--- src/rtl/dorm_keypad_lock.sv ---
// dorm_keypad_lock: multi-digit keypad door controller with a timed open window,
// consecutive-failure lockout and a hold-open override for event mode.
// Optional feature macro: CODE_PROGRAM_EN (code_load reprograms the code in OPEN/HOLD).
module dorm_keypad_lock #(
  parameter int unsigned                     CODE_DIGITS    = 4,
  parameter int unsigned                     DIGIT_W        = 4,
  parameter logic [CODE_DIGITS*DIGIT_W-1:0]  DEFAULT_CODE   = 16'h1234,
  parameter int unsigned                     OPEN_CYCLES    = 500,
  parameter int unsigned                     ENTRY_TIMEOUT  = 200,
  parameter int unsigned                     MAX_FAIL       = 3,
  parameter int unsigned                     LOCKOUT_CYCLES = 1000,
  localparam int unsigned                    CODE_W         = CODE_DIGITS * DIGIT_W,
  localparam int unsigned                    FAIL_W         = $clog2(MAX_FAIL + 1)
) (
  input  logic              i_clk,
  input  logic              i_reset,
  input  logic              i_digit_valid,
  input  logic [DIGIT_W-1:0] i_digit,
  input  logic              i_hold_open,
  input  logic              i_code_load,
  input  logic [CODE_W-1:0] i_new_code,
  output logic              o_door_open,
  output logic              o_lockout,
  output logic              o_entry_active,
  output logic [FAIL_W-1:0] o_fail_count
);

  localparam int unsigned T_MAX_OL = (OPEN_CYCLES > LOCKOUT_CYCLES) ? OPEN_CYCLES
                                                                     : LOCKOUT_CYCLES;
  localparam int unsigned T_MAX    = (T_MAX_OL > ENTRY_TIMEOUT) ? T_MAX_OL : ENTRY_TIMEOUT;
  // Timers hold at most T_MAX-1: they count down to zero / up to the limit minus one.
  localparam int unsigned TIMER_W  = (T_MAX > 1) ? $clog2(T_MAX) : 1;
  localparam int unsigned IDX_W    = (CODE_DIGITS > 1) ? $clog2(CODE_DIGITS) : 1;

  typedef enum logic [2:0] {StLocked, StEntry, StOpen, StLockout, StHold} state_e;

  state_e             r_state;
  logic [CODE_W-1:0]  r_code;
  logic [IDX_W-1:0]   r_idx;
  logic               r_match;
  logic [TIMER_W-1:0] r_timer;
  logic [FAIL_W-1:0]  r_fail;
  logic               r_door_open;
  logic               r_lockout;
  logic               r_entry_active;

  logic [DIGIT_W-1:0] w_exp_digit;
  logic               w_match_acc;
  logic               w_last;
  logic [FAIL_W-1:0]  w_fail_inc;

  // Select the code digit expected at the current index (digit 0 is the MS slice).
  always_comb begin
    w_exp_digit = '0;
    for (int unsigned i = 0; i < CODE_DIGITS; i++) begin
      if (r_idx == IDX_W'(i)) begin
        w_exp_digit = r_code[(CODE_DIGITS-1-i)*DIGIT_W +: DIGIT_W];
      end
    end
  end

  // r_idx is always zero outside ENTRY, so LOCKED naturally checks slice 0.
  assign w_match_acc = ((r_state == StEntry) ? r_match : 1'b1) & (i_digit == w_exp_digit);
  assign w_last      = (r_idx == IDX_W'(CODE_DIGITS - 1));
  assign w_fail_inc  = r_fail + 1'b1;

`ifndef CODE_PROGRAM_EN
  logic w_unused;
  assign w_unused = ^{i_code_load, i_new_code};
`endif

  // Main FSM: mode, timers, entry progress, code register and registered outputs.
  always_ff @(posedge i_clk or posedge i_reset) begin
    if (i_reset) begin
      r_state        <= StLocked;
      r_code         <= DEFAULT_CODE;
      r_idx          <= '0;
      r_match        <= 1'b0;
      r_timer        <= '0;
      r_fail         <= '0;
      r_door_open    <= 1'b0;
      r_lockout      <= 1'b0;
      r_entry_active <= 1'b0;
    end else begin
`ifdef CODE_PROGRAM_EN
      if (i_code_load && (r_state == StOpen || r_state == StHold)) begin
        r_code <= i_new_code;
      end
`endif
      if (i_hold_open) begin
        // Emergency egress / event mode beats everything, including lockout.
        r_state        <= StHold;
        r_idx          <= '0;
        r_match        <= 1'b0;
        r_timer        <= '0;
        r_fail         <= '0;
        r_door_open    <= 1'b1;
        r_lockout      <= 1'b0;
        r_entry_active <= 1'b0;
      end else begin
        unique case (r_state)
          StLocked, StEntry: begin
            if (i_digit_valid) begin
              r_timer <= '0;
              if (w_last) begin
                r_idx          <= '0;
                r_match        <= 1'b0;
                r_entry_active <= 1'b0;
                if (w_match_acc) begin
                  r_state     <= StOpen;
                  r_timer     <= TIMER_W'(OPEN_CYCLES - 1);
                  r_door_open <= 1'b1;
                  r_fail      <= '0;
                end else if (w_fail_inc == FAIL_W'(MAX_FAIL)) begin
                  r_state   <= StLockout;
                  r_timer   <= TIMER_W'(LOCKOUT_CYCLES - 1);
                  r_lockout <= 1'b1;
                  r_fail    <= '0;
                end else begin
                  r_state <= StLocked;
                  r_fail  <= w_fail_inc;
                end
              end else begin
                r_state        <= StEntry;
                r_idx          <= r_idx + 1'b1;
                r_match        <= w_match_acc;
                r_entry_active <= 1'b1;
              end
            end else if (r_state == StEntry) begin
              if (r_timer == TIMER_W'(ENTRY_TIMEOUT - 1)) begin
                r_state        <= StLocked;
                r_idx          <= '0;
                r_match        <= 1'b0;
                r_timer        <= '0;
                r_entry_active <= 1'b0;
              end else begin
                r_timer <= r_timer + 1'b1;
              end
            end
          end
          StOpen: begin
            if (r_timer == '0) begin
              r_state     <= StLocked;
              r_door_open <= 1'b0;
            end else begin
              r_timer <= r_timer - 1'b1;
            end
          end
          StLockout: begin
            if (r_timer == '0) begin
              r_state   <= StLocked;
              r_lockout <= 1'b0;
            end else begin
              r_timer <= r_timer - 1'b1;
            end
          end
          StHold: begin
            r_state     <= StLocked;
            r_door_open <= 1'b0;
          end
          default: begin
            r_state        <= StLocked;
            r_idx          <= '0;
            r_timer        <= '0;
            r_door_open    <= 1'b0;
            r_lockout      <= 1'b0;
            r_entry_active <= 1'b0;
          end
        endcase
      end
    end
  end

  assign o_door_open    = r_door_open;
  assign o_lockout      = r_lockout;
  assign o_entry_active = r_entry_active;
  assign o_fail_count   = r_fail;

endmodule

--- config.mk ---
export PLATFORM = sky130hd
export DESIGN_NAME = dorm_keypad_lock
export DESIGN_NICKNAME = d
export VERILOG_FILES = /design/src/rtl/dorm_keypad_lock.sv
export SDC_FILE = /design/constraint.sdc
export NUM_CORES = 1
export LEC_CHECK = 0
export ABC_AREA = 0
export BUFFER_PORTS_ARGS = -buffer_cell sky130_fd_sc_hd__buf_2
export CORE_ASPECT_RATIO = 0.5
export CORE_MARGIN = 2
export CORE_UTILIZATION = 55
export DETAILED_ROUTE_END_ITERATION = 8
export MAX_ROUTING_LAYER = met4
export PLACE_DENSITY_LB_ADDON = 0.3
export SYNTH_ARGS = -nofsm -noshare
export SYNTH_HDL_FRONTEND = slang
export SYNTH_SLANG_ARGS = --single-unit
export TNS_END_PERCENT = 50
--- constraint.sdc ---
create_clock -name i_clk -period 2.8 [get_ports i_clk]
set_clock_uncertainty 0.05 [all_clocks]
set_input_delay 0 -clock i_clk [delete_from_list [all_inputs] [get_ports i_clk]]
set_output_delay 0 -clock i_clk [all_outputs]
set_load 0.005 [all_outputs]
-- Word-level counts from Yosys, hierarchy flattened
Index checks and enable logic that the tools add are counted.
- shift operators: 0
- add/sub/neg operators: 4
- div/mod/pow operators: 0
- muxes and demuxes: 57
- reductions and logical operators: 19
- equality and inequality tests: 25
- $mul: 0
- order comparisons: 0
- bitwise gates (word level): 1
- operators with widths (operator ; number):
    $mux W10 ; 8
    $pmux W10 S3 ; 1
    $mux W2 ; 13
    $ne A3 B3 Y1 const B ; 8
    $mux W1 ; 20
    $mux W3 ; 6
    $mux W4 ; 4
    $reduce_and A3 Y1 ; 5
    $add A10 B1 Y10 const B ; 1
    $eq A10 B8 Y1 const B ; 1
    $logic_not A10 Y1 ; 1
    $sub A10 B1 Y10 const B ; 1
    $ne A4 B4 Y1 const B ; 2
    $eq A2 B2 Y1 const B ; 3
    $eq A3 B2 Y1 const B ; 2
    $pmux W1 S3 ; 2
    $pmux W3 S2 ; 1
    $reduce_and A6 Y1 ; 1
    $reduce_bool A2 Y1 ; 3
    $reduce_bool A3 Y1 ; 2
    $reduce_or A2 Y1 ; 3
    $reduce_and A5 Y1 ; 1
    $add A2 B1 Y2 const B ; 2
    $eq A4 B4 Y1 ; 1
    other kinds (12) ; 14
- word-level logic and storage cells: 114
- bits in latches: 0
- bits in read-only memories: 0
- bits in writable memories: 0
- memories kept: 0
- input port bits: 25
- output and inout port bits: 5
- register bits after elaboration: 21

-- Logic depth before layout (Yosys ltp)
Gate-level depths: netlist (run 1).
- word-level depth: 12
- mapped depth: 8
- mapped depth without buffers: 7

-- Worst setup path before layout (run 1)
OpenSTA, ideal clock, no wires.
- kind: register to register
- from: register r_timer[0]
- to: register r_timer[5]
- stages on the path, launching flop included: 9
- clock period less this slack: 2.226 ns
- library setup time: 0.067 ns
- setup slack: 0.574 ns
- arrival time: 2.108 ns
- path buffers: 1
- required time: 2.683 ns
- path through: dfrtp_1 > clkbuf_1 > inv_1 > ha_1 > nor3b_1 > nand3_1 > o2bb2ai_2 > o21bai_1 > a22o_1
- cells in the longest elaborated chain, start to end: 6
- elaborated cells between the ends (all ways): 12
- classes of those cells: add/sub (2); eq/ne (2); mux (6); reduce/logical (2)
- RTL lines (what ; RTL line ; text):
    start, declared ; 41 ; logic [TIMER_W-1:0] r_timer;
    start signal, assigned ; 111 ; r_timer <= TIMER_W'(OPEN_CYCLES - 1);
    start signal, assigned ; 116 ; r_timer <= TIMER_W'(LOCKOUT_CYCLES - 1);
    start signal, assigned ; 137 ; r_timer <= r_timer + 1'b1;
    $add A10 B1 Y10 or $eq A10 B8 Y1 (tied branches) ; 137, 130 ;
    $mux W10 ; 130 ; if (r_timer == TIMER_W'(ENTRY_TIMEOUT - 1)) begin
    $mux W10 ; 129 ; end else if (r_state == StEntry) begin
    $mux W10 ; 103 ; if (i_digit_valid) begin
    $pmux W10 S3 ; 101 ; unique case (r_state)
    $mux W10 ; 90 ; if (i_hold_open) begin
Parallel ways exist; a longest one is shown, timed or not. The select of a mux whose other input is x is not followed.
A chain may end at the register's enable or synchronous reset.

-- Worst setup path after layout (run 1)
- from: register r_timer[0]
- to: register r_lockout, in the netlist o_lockout
- cells in the longest elaborated chain, start to end: 3
- RTL lines (what ; RTL line ; text):
    $logic_not A10 Y1 ; 150 ; if (r_timer == '0) begin
    $ne A3 B3 Y1 (no line) ; - ;
    $reduce_and A6 Y1 (no line) ; - ;
    end signal, assigned ; 117 ; r_lockout <= 1'b1;
    end signal, assigned ; 152 ; r_lockout <= 1'b0;
    end signal, assigned ; 166 ; r_lockout <= 1'b0;
    end, declared ; 44 ; logic r_lockout;
Every way passes these cells.

==> results.ini, run 1 <==
[status]
outcome=completed

[placed_design]
io_buffers=12
placedCellCount=244
hpwl_mm=2.87
routabilityCongestion=0.932

[yosys]
yosysWarnings=16
ys_top_cells_by_area=dfrtp_1 (32%), nand2_1 (5.0%), nor2_1 (4.3%)
yosysSeqAreaShare=0.320
synth_area_leader_cell=dfrtp_1
syn_nets=234
synth_ff_type=dfrtp_1
async_reset_ff_frac=1.00
synth_edf_count=0
synthCells=206
yosys_register_bits=21
yosys-top-cells-count=nand2_1 (22), dfrtp_1 (21), nor2_1 (19), o21ai_0 (13)
yosysMostFrequentCell=nand2_1
syn_area_per_cell_um2=7.97
netlist.area_leader.share=0.320
syn_area_mm2=0.00164
synthDistinctLibCells=55

[global_route]
grt_pass1_vias=1443
grt_pass1_wl_mm=6.95
overflow=0
grt_max_degree=26
antenna_found_initial=0
grt_util_all_layers=0.272

[min_path]
hold_path_class=input pin to register
worstHoldStart=i_digit_valid
min_to=r_state[1]
hold_path_depth=3

[floorplan]
start_util=0.604
die_x_um=81.3
coreArea_mm2=0.00272
die-area_mm2=0.00346
rows=13
die_h_um=42.6
pin_count=30

[drt]
wl_per_cell_um=17.1
drcViolationCount=0
routed_wl_mm=4.29
antenna_left=0
vias=1660
dr.pass1.iters=5
drt_iter0_drc=216
vias_per_cell=6.64

[pwr]
p_per_area_mw_per_mm2=344
leakage_nw=0.783
irDropWorstVdd_v=0.000347

[timing]
max_freq_mhz=395
setup_tns_ps=0
tightest_slew_ps=815
rsz0062_at_grt=no
finalHoldViolCount=0
setup_violations=0
drv_slew=0
min_period_over_period=0.904
finalCriticalPeriod_ps=2530
relSlewSlack=0.456

[clock_network]
clk_pin_slew_ps=80
cts_buffers=3
post-cts-setup-buffers=0
cts_num_sinks=21
cts-root-buf=clkbuf_8
cts_tree=built
insertion_delay_ps=260
clockBufferDepth=2
htreeDepth=1

[worst_setup_path]
cp-start-kind=register
cp-end-kind=register
r2r_end=o_lockout
ff2ff_setup_slack_ps=270
reg2reg_depth=8
crit_fanout=9
r2r_start=r_timer[0]
worst-setup-path-type=register to register
arrival_ps=2670
required_ps=2940

[layout]
layout.cells.non_filler=250
area_growth_pct=8.84
fin_nets=242
drive_gt1_frac=0.136
fillers=224
antennaDiodeCount=0

[run]
drv_cap=0

[how the worst max path moves through the flow]
| stage | startpoint | endpoint | slack (ps) | cells after the start |
|---|---|---|---|---|
| 2_1_floorplan | r_timer[0] | r_timer[5] | 570 | 8 |
| 3_3_place_gp | r_timer[0] | r_timer[5] | 360 | 8 |
| 3_5_place_dp | r_timer[0] | r_timer[7] | 310 | 8 |
| 4_1_cts | r_timer[0] | r_timer[7] | 230 | 8 |
| 5_1_grt | r_timer[0] | o_lockout | 50 | 8 |
| 6_report | r_timer[0] | o_lockout | 270 | 8 |
[registers in the layout (all words and copies together), names as in the netlist]
register        count
o_door_open         1
o_entry_active      1
o_fail_count        2
o_lockout           1
r_idx               2
r_match             1
r_state             3
r_timer            10
[through the flow]
step / setup WS (ps) / utilization / instance area, µm² / total power, mW / hold WS [ps]
2_1_floorplan: 574 / - / 1640 / 0.386 / -73.5
3_3_place_gp: 362 / 0.627 / 1700 / 0.409 / 139
3_5_place_dp: 315 / 0.627 / 1700 / 0.412 / 147
4_1_cts: 232 / 0.651 / 1770 / 0.612 / 191
5_1_grt: 53.5 / 0.658 / 1790 / 0.641 / 218
6_report: 269 / 0.658 / 1790 / 0.614 / 181
[where the power goes]
group          switching [mW]  total [mW]  leakage [nW]  internal, mW
sequential            0.00955       0.319         0.285         0.309
clock                  0.0999       0.201        0.0228         0.101
combinational          0.0588      0.0940         0.475        0.0351
[area by class of cell]
cell class                      instances  area, µm²  share of cell area
Multi-Input combinational cell        158       1010               0.568
Sequential cell                        21        526               0.294
Timing Repair Buffer                   18        110              0.0616
Tap cell                               37       46.3              0.0259
Clock buffer                            4       45.0              0.0252
Inverter                               12       45.0              0.0252
[cell families after synthesis]
family	synth area share
flip-flops	0.320
buffers and inverters	0.0724
AO/OA/AOI/OAI	0.275
adder cells (fa/ha/maj)	0.0229
multiplexers	0.0122
AND/OR/NAND/NOR	0.281
XOR/XNOR	0.0160
[placed cells by master, fill, tap and decap left out, types with 2 or more instances in the layout]
master          n
o32ai_1         3
buf_2          12
nand2b_1        2
ha_1            3
nor3_1          6
buf_4           4
o211ai_1        4
or4_1           2
nand3_1         8
mux2i_1         2
o311ai_0        2
a22o_1          2
a31oi_1         2
dfrtp_1        21
nor4_1          4
inv_1          12
xnor2_1         2
and3_1          5
a31o_2          3
nand4_1         2
clkbuf_8        3
nor3b_1         3
a22oi_1         2
nor2_1         19
dlygate4sd3_1   2
o21ai_0        13
o2111ai_1       2
nand2_1        22
nor2b_1         5
a21oi_1        12
o21a_1          2
[timing repair]
| item | CTS | global route |
|---|---|---|
| endpoints found under the hold margin | 22 | 0 |
| resized for setup | 0 | 2 |
| hold buffers | 2 | 0 |
| endpoints found under the setup margin | 0 | 2 |
[worst max-delay path: stages (launching register included)]
cell and delay, ps:
dfrtp_1 480, inv_1 90, ha_1 190, nor3b_1 450, buf_4 220, nand3_1 260, o311ai_1 430, a31oi_1 130
a21oi_1 140
[metal layers]
layer / vias to the layer above / global-route usage / wire length, µm
li1: 785 / - / -
met1: 800 / 0.383 / 1960
met2: 69 / 0.416 / 1970
met3: 6 / 0.0517 / 311
met4: 0 / 0.0407 / 38
met5: - / - / 0
Power figures use the tool's default switching activity.
==> run 2: changes to the inputs <==
REMOVE_ABC_BUFFERS = 1   (was not set)
==> run 2 against run 1 <==
  * Routed wire length fell by 4.2%
  * Critical path depth fell by 3
  * Combinational power fell by 4.1%
  * Sequential share of layout area rose by 0.42 points
  * Clock-buffer cell count did not move
  * Global-route usage fell by 0.11 points
  * Utilization fell by 0.92 points
  * Critical path type unchanged
  * Largest power group unchanged
==> results.ini, run 2 (synthesis gave the netlist of run 1 again) <==
[clock_network]
insertion_delay_ps=270  ; about the same
htreeDepth=1  ; unchanged
cts_buffers=3  ; unchanged
clk_pin_slew_ps=80  ; about the same
ctsHoldBuffers=2  ; unchanged
clockBufferDepth=2  ; unchanged
post_cts_resize_count=0  ; unchanged
post-cts-setup-buffers=0  ; unchanged
cts-root-buf=clkbuf_8
cts_num_sinks=21  ; unchanged
cts_tree=built

[worst_setup_path]
ff2ff_setup_slack_ps=430  ; +160 ps
reg2reg_depth=5  ; -3
arrival_ps=2530  ; -140 ps
crit_slowest_cell=nor4_1
cp-end-kind=register
cp-start-kind=register
crit_fanout=9  ; unchanged
crit_family=simple AND/OR/NAND/NOR gates
required_ps=2960  ; +20 ps
r2r_end=r_timer[5]
r2r_start=r_timer[5]
path_depth=5  ; -3
path_buf_inv=0  ; -2
slowest_delay_ps=610  ; +130 ps
cp_cell_sequence=nor4_1 -> nand3_1 -> o2bb2ai_2 -> o21bai_1 -> a22o_1
worst-setup-path-type=register to register

[drt]
drcViolationCount=0  ; unchanged
vias_per_cell=6.69  ; +0.70%
vias=1665  ; +0.30%
antenna_left=0  ; unchanged
wl_per_cell_um=16.5  ; -3.8%
drt_iter0_drc=181  ; -16%
routed_wl_mm=4.11  ; -4.2%
dr.pass1.iters=5  ; unchanged

[run]
drv_cap=0  ; unchanged

[timing]
min_period_over_period=0.846  ; -0.0578
setup_violations=0  ; unchanged
max_freq_mhz=422  ; +6.8%
tightest_slew_ps=800  ; -14.3 ps
relSlewSlack=0.466  ; +0.00954
finalCriticalPeriod_ps=2370  ; -162 ps
rsz0062_at_grt=no
drv_slew=0  ; unchanged
finalHoldViolCount=0  ; unchanged
setup_tns_ps=0  ; unchanged

[floorplan]
die-area_mm2=0.00346  ; unchanged
start_util=0.604  ; unchanged
pin_count=30  ; unchanged
die_x_um=81.3  ; unchanged
coreArea_mm2=0.00272  ; unchanged
rows=13  ; unchanged
die_h_um=42.6  ; unchanged

[min_path]
min_to=r_state[1]
hold_path_depth=3  ; unchanged
hold_path_class=input pin to register
worstHoldStart=i_digit_valid

[placed_design]
hpwl_mm=2.86  ; -0.31%
routabilityCongestion=0.942  ; +1.1%
io_buffers=12  ; unchanged

[pwr]
p_per_area_mw_per_mm2=349  ; +1.5%
total_power_mw=0.615  ; +0.11%
leakage_nw=0.774  ; -1.1%
irDropWorstVdd_v=0.000310  ; -11%

[layout]
top_register=r_timer
area_growth_pct=7.32
fin_nets=241  ; -0.41%
antennaDiodeCount=0  ; unchanged
top_regs=r_timer: 10 flops, r_state: 3 flops
drive_gt1_frac=0.127  ; -0.00879
final_common_cell=nand2_1
layout_common_cells=nand2_1 (22), dfrtp_1 (21), nor2_1 (19), o21ai_0 (13)
largest_reg_flops=10  ; unchanged

[global_route]
grt_pass1_wl_mm=6.88  ; -0.99%
antenna_found_initial=0  ; unchanged
overflow=0  ; unchanged
grt_util_all_layers=0.271  ; -0.00107
grt_max_degree=26  ; unchanged
grt_pass1_vias=1487  ; +3.0%

[status]
outcome=completed

-- run 2: cell types whose count changed in the layout (fill, tap and decap cells not counted), sizes merged --
cell	previous run	this run
buf	16	15
-- run 2: worst max path at each step --
stage | startpoint | endpoint | slack, ps
2_1_floorplan | r_timer[0] | r_timer[5] | 660
3_3_place_gp | r_timer[5] | r_timer[5] | 550
3_5_place_dp | r_timer[5] | r_timer[7] | 490
4_1_cts | r_timer[5] | r_timer[7] | 470
5_1_grt | r_timer[5] | r_timer[7] | 270
6_report | r_timer[5] | r_timer[5] | 430
-- run 2: routing by layer --
metal / routed length (µm) / vias up / part of all wire / track usage
met2: 1810 / 75 / 0.44 / 0.374
met5: 0 / - / 0 / -
met3: 316 / 6 / 0.077 / 0.0539
li1: - / 776 / - / -
met4: 62 / 0 / 0.015 / 0.0983
met1: 1920 / 808 / 0.47 / 0.390
-- run 2: layout make-up --
| type | instances | area, µm² |
|---|---|---|
| clock buffers | 4 | 45.0 |
| fillers | 247 | 955 |
| inverters | 12 | 45.0 |
| multi-input cells | 158 | 997 |
| flip-flops and latches | 21 | 526 |
| well taps | 37 | 46.3 |
| repair buffers | 17 | 103 |
-- run 2: worst register-to-register path: stages, from the launching register on --
cell,delay [ps]
dfrtp_1,490
nor4_1,610
nand3_1,390
o2bb2ai_2,460
o21bai_1,180
a22o_1,140
-- run 2: power breakdown --
group,switching [mW],internal (mW)
sequential,0.00920,0.310
clock,0.105,0.102
combinational,0.0564,0.0337
total,0.170,0.445
-- run 2: stage by stage --
step	setup WS, ps	instances	hold WS (ps)	util	cell area (µm²)
2_1_floorplan	655	191	-73.5	-	1570
3_3_place_gp	552	243	124	0.625	1700
3_5_place_dp	493	243	139	0.625	1700
4_1_cts	474	249	158	0.649	1760
5_1_grt	273	249	193	0.649	1760
6_report	430	249	169	0.649	1760
==> run 3: changes to the inputs <==
CORE_UTILIZATION = 50   (was 55)
clock period = 1.9 ns   (was 2.8 ns; I/O delays follow)
==> run 3 against run 2 <==
  * Non-clock buffer count increased by 39
  * Register-to-register slack got worse by 510 ps
  * Global-route usage is 2.4 points higher
  * Critical path depth stayed put
  * Combinational power is 130% higher
  * Design area up 23%
  * Utilization increased by 6.0 points
  * The flow now finishes with violations (setup timing)
  * Worst hold slack worse by 34 ps
==> results.ini, run 3 (synthesis gave the netlist of run 1 again) <==
[worst_setup_path]
crit_fanout=2  ; -7
arrival_ps=2100  ; -430 ps
cp-end-kind=register
required_ps=2010  ; -950 ps
cp-start-kind=register
worst-setup-path-type=register to register
ff2ff_setup_slack_ps=-80  ; -510 ps

[floorplan]
die_x_um=85.0  ; +4.6%
die-area_mm2=0.00379  ; +9.3%
coreArea_mm2=0.00307  ; +13%
start_util=0.536  ; -0.0688
pin_count=30  ; unchanged
rows=14  ; +1
die_h_um=44.5  ; +4.4%

[clock_network]
clk_pin_slew_ps=90  ; about the same
insertion_delay_ps=270  ; about the same
cts_num_sinks=21  ; unchanged
htreeDepth=1  ; unchanged
cts-root-buf=clkbuf_8
cts_tree=built
clockBufferDepth=2  ; unchanged
cts_buffers=3  ; unchanged

[drt]
antenna_left=0  ; unchanged
dr.pass1.iters=5  ; unchanged
drcViolationCount=0  ; unchanged
routed_wl_mm=5.18  ; +26%
drt_iter0_drc=154  ; -15%
vias_per_cell=6.26  ; -6.4%
vias=1821  ; +9.4%
wl_per_cell_um=17.8  ; +7.8%

[pwr]
p_per_area_mw_per_mm2=455  ; +30%
irDropWorstVdd_v=0.000396  ; +27%
leakage_nw=1.00  ; +30%
total_power_mw=0.988  ; +61%

[placed_design]
io_buffers=12  ; unchanged
hpwl_mm=3.61  ; +26%
routabilityCongestion=1.03  ; +9.8%

[layout]
layout_common_cells=buf_4 (40), nand2_1 (21), dfrtp_1 (21), nor2_1 (19)
antennaDiodeCount=0  ; unchanged
drive_gt1_frac=0.323  ; +0.195
top_register=r_timer
fillers=237  ; -4.0%
top_regs=r_timer: 10 flops, r_state: 3 flops
largest_reg_flops=10  ; unchanged
area_growth_pct=32.4
final_common_cell=buf_4
fin_nets=280  ; +16%

[timing]
min_period_over_period=1.04  ; +0.196
setup_slack_ps=-80.3  ; -511 ps
drv_slew=0  ; unchanged
setup_violations=4  ; +4
rsz0062_at_grt=yes
max_freq_mhz=505  ; +20%
finalCriticalPeriod_ps=1980  ; -389 ps
finalHoldViolCount=0  ; unchanged
setup_tns_ps=-156  ; -156 ps
relSlewSlack=0.431  ; -0.0351
tightest_slew_ps=853  ; +52.6 ps

[global_route]
grt_util_all_layers=0.295  ; +0.0238
overflow=0  ; unchanged
antenna_found_initial=0  ; unchanged
grt_max_degree=25  ; -3.8%
grt_pass1_wl_mm=8.28  ; +20%
grt_pass1_vias=1677  ; +13%

[status]
outcome=finished, violations left
violations=setup timing

[run]
drv_cap=0  ; unchanged

[min_path]
hold_path_class=input pin to register

==> run 3: critical path, cell delays in order (launching register included) <==
cell and delay [ps]:
dfrtp_1 390, or4_4 550, nor4_4 160, and3b_1 200, o31a_1 260, a211o_1 260
==> run 3: final timing paths <==
| kind | endpoint | cells past startpoint | startpoint |
|---|---|---|---|
| setup / recovery | r_timer[6] | 5 | r_timer[5] |
| hold / removal | r_idx[1] | 4 | i_digit_valid |
| setup reg to reg | r_timer[6] | 5 | r_timer[5] |
| hold reg to reg | r_idx[1] | 2 | r_idx[1] |
| max in group asynchronous | r_timer[2] | 3 | i_reset |
| min in group asynchronous | r_state[2] | 3 | i_reset |
==> run 3: area by class of cell <==
class                           count  area, µm²  area share
Clock buffer                        3       41.3      0.0190
Clock inverter                      1       7.51     0.00345
Inverter                           12       45.0      0.0207
Timing Repair Buffer               56        403       0.185
Sequential cell                    21        526       0.242
Tap cell                           40       50.0      0.0230
Multi-Input combinational cell    158       1100       0.507
==> run 3: power breakdown <==
part	internal [mW]	leakage (nW)	switching [mW]	total (mW)
clock network	0.149	0.0217	0.172	0.321
registers	0.456	0.285	0.00863	0.465
logic	0.0890	0.698	0.114	0.203
total	0.694	1.00	0.294	0.988
==> run 3: routing by layer <==
metal / GRT usage / up-vias / routed length (µm)
met2: 0.481 / 99 / 2410
li1: - / 852 / -
met3: 0.0410 / 14 / 375
met5: - / - / 0
met1: 0.396 / 856 / 2270
met4: 0.0698 / 0 / 115
==> run 3: through the flow <==
step	util	std cells	hold slack (ps)	setup WS [ps]	area, µm²
2_1_floorplan	-	191	-73.5	-245	1570
3_3_place_gp	0.643	282	140	-53.8	1970
3_5_place_dp	0.643	282	167	-57.6	1970
4_1_cts	0.673	288	135	-73.7	2060
5_1_grt	0.709	291	160	-132	2170
6_report	0.709	291	135	-80.3	2170
==> run 3: timing repair <==
action | 4_1_cts | 5_1_grt
hold buffers | 2 | 0
setup buffers | 0 | 3
pin swaps | 0 | 7
resized for setup | 5 | 21
hold endpoints to repair | 22 | 0
endpoints found under the setup margin | 9 | 16
